<file path="config.mk">
export PLATFORM = sky130hd
export DESIGN_NAME = mux_4to1_rr_arbiter
export DESIGN_NICKNAME = d
export VERILOG_FILES = /design/src/rtl/mux_4to1_rr_arbiter_pkg.sv /design/src/rtl/mux_4to1_rr_arbiter_mux.sv /design/src/rtl/mux_4to1_rr_arbiter.sv
export SDC_FILE = /design/constraint.sdc
export NUM_CORES = 1
export LEC_CHECK = 0
export ABC_CLOCK_PERIOD_IN_PS = 2300
export CAP_MARGIN = 5
export CORE_ASPECT_RATIO = 0.5
export CORE_UTILIZATION = 40
export CTS_CLUSTER_DIAMETER = 60
export CTS_CLUSTER_SIZE = 12
export DETAILED_ROUTE_END_ITERATION = 10
export GPL_TIMING_DRIVEN = 0
export SETUP_SLACK_MARGIN = 0.1
export SLEW_MARGIN = 10
export SYNTH_ARGS = -nofsm -noshare
export SYNTH_HDL_FRONTEND = slang
export SYNTH_SLANG_ARGS = --single-unit
</file>
<file path="constraint.sdc">
create_clock -name clk -period 2.3 [get_ports clk]
set_input_delay 0.46 -clock clk [delete_from_list [all_inputs] [get_ports clk]]
set_output_delay 0.46 -clock clk [all_outputs]
set_load 0.1 [all_outputs]
</file>
<file path="src/rtl/mux_4to1_rr_arbiter_pkg.sv">
// Shared definitions for the round-robin arbiter in front of the 4:1 mux.
// Holds the requester count and the arbiter state encoding.
package mux_4to1_rr_arbiter_pkg;

   localparam int N_REQ = 4;

   // One-hot encoding gives the all-zero and all-one patterns a defined recovery path to idle.
   typedef enum logic [1:0] {
      ST_IDLE  = 2'b01,
      ST_GRANT = 2'b10
   } state_e;

endpackage : mux_4to1_rr_arbiter_pkg

</file>
<file path="src/rtl/mux_4to1_rr_arbiter_mux.sv">
// Gate-level 4:1 single-bit multiplexer shared by the arbiter's requesters.
// out = in[sel], built from inverters, AND terms and a final OR.
module mux_4to1_structural
   import mux_4to1_rr_arbiter_pkg::*;
(
   input  logic [N_REQ-1:0] in,
   input  logic [1:0]       sel,
   output logic             out
);

   logic       sel0_n;
   logic       sel1_n;
   logic [3:0] term;

   not u_inv0 (sel0_n, sel[0]);
   not u_inv1 (sel1_n, sel[1]);

   and u_and0 (term[0], in[0], sel1_n, sel0_n);
   and u_and1 (term[1], in[1], sel1_n, sel[0]);
   and u_and2 (term[2], in[2], sel[1], sel0_n);
   and u_and3 (term[3], in[3], sel[1], sel[0]);

   or  u_or   (out, term[0], term[1], term[2], term[3]);

endmodule : mux_4to1_structural

</file>
<file path="src/rtl/mux_4to1_rr_arbiter.sv">
// Round-robin arbiter sharing one 4:1 mux among four requesters, with a bounded
// hold time while others wait; the mux output is gated by the registered busy flag.
module mux_4to1_rr_arbiter
   import mux_4to1_rr_arbiter_pkg::*;
#(
   parameter  int MAX_HOLD = 8,
   localparam int CNT_W    = $clog2(MAX_HOLD + 1)
) (
   input  logic             clk,
   input  logic             rst_n,
   input  logic [N_REQ-1:0] req,
   input  logic [N_REQ-1:0] in,
   output logic [N_REQ-1:0] gnt,
   output logic [1:0]       sel,
   output logic             busy,
   output logic             out
);

   localparam logic [CNT_W-1:0] HOLD_MAX = CNT_W'(MAX_HOLD);

   state_e             state_q,    state_d;
   logic [N_REQ-1:0]   gnt_q,      gnt_d;
   logic [1:0]         sel_q,      sel_d;
   logic               busy_q,     busy_d;
   logic [CNT_W-1:0]   hold_cnt_q, hold_cnt_d;
   logic [1:0]         ptr_q,      ptr_d;

   logic [N_REQ-1:0]   others;
   logic [2:0]         pick_new;
   logic [2:0]         pick_other;
   logic               mux_out;

   // Returns {found, index} of the first set candidate in order start, start+1, ...
   // Walking from the far end lets the closest hit overwrite later ones.
   function automatic logic [2:0] rr_pick(input logic [N_REQ-1:0] cand,
                                          input logic [1:0]       start);
      logic [2:0] res;
      logic [1:0] idx;
      res = 3'b000;
      for (int i = N_REQ - 1; i >= 0; i--) begin
         idx = start + 2'(i);
         if (cand[idx]) res = {1'b1, idx};
      end
      return res;
   endfunction

   assign others     = req & ~gnt_q;
   assign pick_new   = rr_pick(req, ptr_q);
   assign pick_other = rr_pick(others, ptr_q);

   always_comb begin
      // NOTE: every next-state signal gets a default first, so no path can infer a latch.
      state_d    = state_q;
      gnt_d      = gnt_q;
      sel_d      = sel_q;
      busy_d     = busy_q;
      hold_cnt_d = hold_cnt_q;
      ptr_d      = ptr_q;

      case (state_q)
         ST_IDLE: begin
            gnt_d      = '0;
            busy_d     = 1'b0;
            hold_cnt_d = '0;
            if (pick_new[2]) begin
               state_d    = ST_GRANT;
               gnt_d      = N_REQ'(1) << pick_new[1:0];
               sel_d      = pick_new[1:0];
               busy_d     = 1'b1;
               hold_cnt_d = CNT_W'(1);
               ptr_d      = pick_new[1:0] + 2'd1;
            end
         end

         ST_GRANT: begin
            if (!req[sel_q]) begin
               state_d    = ST_IDLE;
               gnt_d      = '0;
               busy_d     = 1'b0;
               hold_cnt_d = '0;
            end else if (hold_cnt_q == HOLD_MAX && pick_other[2]) begin
               // ptr already sits one past the owner, so the owner is naturally searched last.
               gnt_d      = N_REQ'(1) << pick_other[1:0];
               sel_d      = pick_other[1:0];
               hold_cnt_d = CNT_W'(1);
               ptr_d      = pick_other[1:0] + 2'd1;
            end else if (hold_cnt_q != HOLD_MAX) begin
               hold_cnt_d = hold_cnt_q + CNT_W'(1);
            end
         end

         default: begin
            state_d    = ST_IDLE;
            gnt_d      = '0;
            busy_d     = 1'b0;
            hold_cnt_d = '0;
         end
      endcase
   end

   // NOTE: state registers use non-blocking assignments so all flops update together at the edge.
   always_ff @(posedge clk) begin
      if (!rst_n) begin
         state_q    <= ST_IDLE;
         gnt_q      <= '0;
         sel_q      <= 2'd0;
         busy_q     <= 1'b0;
         hold_cnt_q <= '0;
         ptr_q      <= 2'd0;
      end else begin
         state_q    <= state_d;
         gnt_q      <= gnt_d;
         sel_q      <= sel_d;
         busy_q     <= busy_d;
         hold_cnt_q <= hold_cnt_d;
         ptr_q      <= ptr_d;
      end
   end

   mux_4to1_structural u_mux (
      .in  (in),
      .sel (sel_q),
      .out (mux_out)
   );

   assign gnt  = gnt_q;
   assign sel  = sel_q;
   assign busy = busy_q;
   assign out  = busy_q & mux_out;

endmodule : mux_4to1_rr_arbiter

</file>
### After elaboration in Yosys (flattened, before gate mapping)

Index checks and enable logic that the tools add are counted.

| storage, ports and cells | value |
|---|---|
| output and inout bits | 8 |
| input bits | 10 |
| register bits | 15 |

| operators by class | value |
|---|---|
| reductions and logical operators | 9 |
| bitwise logic cells | 5 |
| multiplexer cells | 49 |
| shifts and indexed selects | 2 |
| $lt $le $gt $ge | 5 |
| add/sub/neg operators | 6 |
| equal/unequal tests | 10 |

Operators with widths:

| kind | count |
|---|---|
| 3-bit 2-to-1 mux | 8 |
| 4-bit 2-to-1 mux | 6 |
| 1-bit binary-select mux with 2-bit select | 9 |
| 2-bit 2-to-1 mux | 8 |
| 4-bit one-hot mux with 2 select lines | 2 |
| 2-bit by 3-bit < comparator with 1-bit output, second input constant | 5 |
| 1-bit 2-to-1 mux | 12 |
| 2-bit one-hot mux with 2 select lines | 3 |
| 3-bit AND reduction | 4 |
| 2-bit inequality test, second input constant | 4 |
| 4-bit inequality test, second input constant | 2 |
| 1-bit by 2-bit left shift with 4-bit output, first input constant | 2 |
| 2-bit by 1-bit adder with 2-bit output, second input constant | 3 |
| 2-bit adder, second input constant | 2 |
| 4-bit by 1-bit adder with 4-bit output, second input constant | 1 |
| 4-bit bitwise AND | 1 |
| 4-bit equality test, second input constant | 1 |
| 4-bit inverter | 1 |
| 4-bit AND reduction | 1 |
| 4-bit OR reduction | 1 |
| 3-bit inequality test, second input constant | 1 |
| 2-bit by 1-bit equality test with 1-bit output, second input constant | 1 |
| 2-bit equality test, second input constant | 1 |
| 1-bit inverter | 2 |
| other kinds (5) | 5 |

### Depth between registers and ports, before layout

| depth | value |
|---|---|
| depth in word-level cells | 12 |
| gate-level depth with buffers | 7 |
| depth with buffers taken out | 7 |

### Hierarchy

A second synthesis with hierarchy kept.

| unflattened totals | value |
|---|---|
| cell total of the unflattened synthesis | 125 |
| area total of the unflattened synthesis | 1043.5 um2 |

Modules (own cells, without submodules):

| module | area an instance (um2) | times used | cells each |
|---|---|---|---|
| mux_4to1_rr_arbiter | 1021.0 | 1 | 124 |
| mux_4to1_structural | 22.5 | 1 | 1 |

### Worst setup path after synthesis

Ideal clock, no wire load.

| path | value |
|---|---|
| path kind | reg2out |
| start | reg sel_q[0], in the netlist sel[0] |
| end | out out |
| stages on the path, launching flop included | 3 |
| buffers on the path | 0 |
| slack | -0.263 ns |
| data required time | 1.840 ns |
| arrival | 2.103 ns |
| cells stage by stage | dfxtp_1 mux4_2 and2_1 |

| between the ends | value |
|---|---|
| word-level cells in the longest chain between the ends | 4 |

Ends and longest elaborated chain:

| element | RTL line | source |
|---|---|---|
| from (decl) | mux_4to1_rr_arbiter.sv:23 | `logic [1:0] sel_q, sel_d;` |
| from (signal assigned) | mux_4to1_rr_arbiter.sv:113 | `sel_q <= sel_d;` |
| 1-bit inverter | mux_4to1_rr_arbiter_mux.sv:15 | `not u_inv0 (sel0_n, sel[0]);` |
| 3-bit AND reduction, on equally long branches | mux_4to1_rr_arbiter_mux.sv:18, mux_4to1_rr_arbiter_mux.sv:20 |  |
| 4-bit OR reduction (*) | mux_4to1_rr_arbiter_mux.sv:23 | `or u_or (out, term[0], term[1], term[2], term[3]);` |
| 1-bit bitwise AND (*) | mux_4to1_rr_arbiter.sv:129 | `assign out = busy_q & mux_out;` |
| to (decl) | mux_4to1_rr_arbiter.sv:16 | `output logic out` |

Mark *: on every way between the ends. The rest lies on a longest branch, timed or not.

### Worst setup path in the final report

| path | value |
|---|---|
| start | in in[1] |
| end | out out |

| between the ends | value |
|---|---|
| word-level cells in the longest chain between the ends | 3 |

Ends and longest elaborated chain:

| element | RTL line | source |
|---|---|---|
| from (decl) | mux_4to1_rr_arbiter.sv:12 | `input logic [N_REQ-1:0] in,` |
| 3-bit AND reduction | mux_4to1_rr_arbiter_mux.sv:19 | `and u_and1 (term[1], in[1], sel1_n, sel[0]);` |
| 4-bit OR reduction | mux_4to1_rr_arbiter_mux.sv:23 |  |
| 1-bit bitwise AND | mux_4to1_rr_arbiter.sv:129 |  |

No other way between the ends.

==> impl_metrics.toml <==
[outcome]
status = "finished clean"

[power]
ir_worst_vdd_v = 0.0003743
leakagePower_nw = 0.5878
finalPower_mw = 1.173
p_per_area_nw_per_um2 = 819.8

[cells_and_area]
ff_latch_area_um2 = 306.5
diodes = 0
area_delta_synth_final_pct = 23.41
utilization_pct = 53.66
drive_above_1_share_pct = 16.77
fillers = 278
nets = 170
multi_input_area_um2 = 823.3
design_area_um2 = 1431

[sta]
hold_ws_ns = 0.4844
timing.final.crit_share_pct = 93.25
maxSlewHeadroom_pct = 36.05
fmax_mhz = 466.2
tns_ns = 0
finalMaxSlewViolations = 0
final-hold-violation-count = 0
final.min_clock_period_ns = 2.145
setup_viol = 0
rsz0062_at_grt = "no"
fin_skew_ns = 0.003129
max_slew.worst_pin.slew_ns = 0.9577

[worst_setup_path]
required_ns = 1.84
path_cells = "clkdlybuf4s50_1 > mux4_2 > and2_2 > buf_6"
cp-start-kind = "input port"
path_max_fanout = 1
cp-end-kind = "output port"
slowest_stage = "mux4_2"
critPathMaxStageDelay_ns = 0.43
cp.arrival_ns = 1.68
startpoint = "in[1]"
rr_startpoint = "hold_cnt_q[0]"
critPathKind = "in2out"

[place]
numPortBuffers = 17
placed_area_um2 = 1384
gp_congestion = 0.8063
dp.final_hpwl_um = 2208

[clock_tree]
cts_setup_buffers = 0
cts_buffers = 3
cts_root_buffer = "clkbuf_8"
tritoncts = "yes"
clk_pin_slew_worst_paths_ns = 0.06
clock_path_buffers = 2
h-tree-depth = 1
clock-sinks = 15
insertion_delay_ns = 0.25
postCtsHoldBufs = 0

[detailed_routing]
drc_errors = 0
first_iter_violations = 38
num_vias = 1071
wl_per_cell_um = 14.64
antenna_left = 0
routed_wl_um = 2810
routed_via_density = 5.578
firstDrtPassIters = 4

[yosys]
syn_avg_cell_area_um2 = 8.656
synth_simple_gate_area_share_pct = 27.08
syn_area_um2 = 1160
ys_async_sr_fraction_pct = 0
synth_xor_area_share_pct = 0.7551
muxShareOfSynthArea_pct = 3.883
synth_top_family_by_area = "compound AO/OA/AOI/OAI gates"
yosys_most_used_dff = "dfxtp_1"
ys_ff_latch = 15
synth_cell_types = 48
synth_compound_area_share_pct = 33.87
syn_inst = 134
syn_nets = 148
synth-edff-count = 0
ys_seq_area_share_pct = 25.89
yosysWarnings = 0
synth_fa_ha_area_share_pct = 4.315

[floorplanning]
die_width_um = 78.16
die_h_um = 40.08
io_pins = 18
core_area_um2 = 2668
dieArea_um2 = 3132
core.rowCount = 13
start_util_pct = 43.48

[run]
cap_violations = 0

[grt]
grt_max_degree = 11
grt_pass1_vias = 939
antenna_found_initial = 0
overflow = 0
grt_util_all_layers_pct = 20.28
grt_pass1_wl_um = 4609

[worst_hold_path]
hold_start = "state_q[0]"
hp-class = "reg2reg"
## power breakdown
group	switching, mW	internal, mW	leakage (nW)
sequential	0.0445	0.305	0.125
combinational	0.390	0.219	0.440
clock	0.0913	0.123	0.0228
## through the flow
step / setup WS, ns / instances
3_5_place_dp: -0.6151 / 188
5_1_grt: 0.1134 / 192
4_1_cts: 0.06242 / 192
2_1_floorplan: 0.1124 / 134
3_3_place_gp: -0.6234 / 188
6_report: 0.1552 / 192
## cells in the mapped netlist (all sizes together), types with 3 or more instances
cell | number | share of area, %
o21ai | 10 | 4.3
dfxtp | 15 | 26
nand2b | 4 | 2.4
a21oi | 8 | 3.8
nor3b | 4 | 2.6
a221o | 4 | 3.5
nor2 | 10 | 3.2
inv | 10 | 3.2
nand2 | 9 | 3.1
a21o | 3 | 1.9
nor2b | 5 | 2.7
a21boi | 4 | 2.6
clkbuf | 3 | 0.97
ha | 4 | 4.3
## final timing paths
| path | slack (ns) | endpoint | depth (start not counted) |
|---|---|---|---|
| setup reg to reg | 0.32 | ptr_q[1] | 7 |
| hold / removal | 0.48 | state_q[0] | 1 |
| hold reg to reg | 0.48 | state_q[0] | 1 |
| setup / recovery | 0.16 | out | 4 |
## what timing repair did
action	CTS	global route
pin swaps	0	0
hold endpoints to repair	0	0
setup endpoints to repair	12	2
gates resized for setup	17	4
## metal layers
metal	GRT usage (%)	up-vias	routed length [um]
met5	0	-	0
met4	4.167	0	31
met3	5.455	4	117
met2	30.48	22	1103
met1	29.09	495	1557
li1	-	550	-
## final cells by class
| cell class | count | share of cell area [%] |
|---|---|---|
| buffer | 3 | 0.7867 |
| clock buffer | 4 | 3.147 |
| inverter | 10 | 2.622 |
| multi-input combinational | 106 | 57.52 |
| sequential | 15 | 21.42 |
| tap | 37 | 3.234 |
| timing repair buffer | 17 | 11.28 |
## worst max-delay path: cells and delay by family
kind / cells / cell delay (ns)
simple gates: 1 / 0.20
buf+inv: 2 / 0.58
mux: 1 / 0.43
## cell families after synthesis
kind of cell,Yosys count
fa+ha+maj,4
xor+xnor,1
flops,15
simple gates,51
compound gates,48
mux,2
buf+inv,13
## cells in the final DEF (no fill, tap or decap), types with 3 or more instances in the layout
cell             instances
clkbuf_8                 3
dfxtp_1                 10
nand2_1                  8
nor2b_1                  5
nand2b_1                 3
a21oi_1                  7
clkbuf_1                 4
ha_1                     4
a21o_1                   3
nor3b_1                  4
dlygate4sd2_1           10
inv_1                   10
o21ai_0                  8
dfxtp_2                  5
a221o_1                  4
clkdlybuf4s50_1          5
nor2_1                  10
## sequential cells by signal (all words and copies together), names as in the netlist
| signal | cells |
|---|---|
| gnt | 4 |
| state_q | 2 |
| sel | 2 |
| busy | 1 |
| ptr_q | 2 |
| hold_cnt_q | 4 |
(Power assumes the default switching activity.)
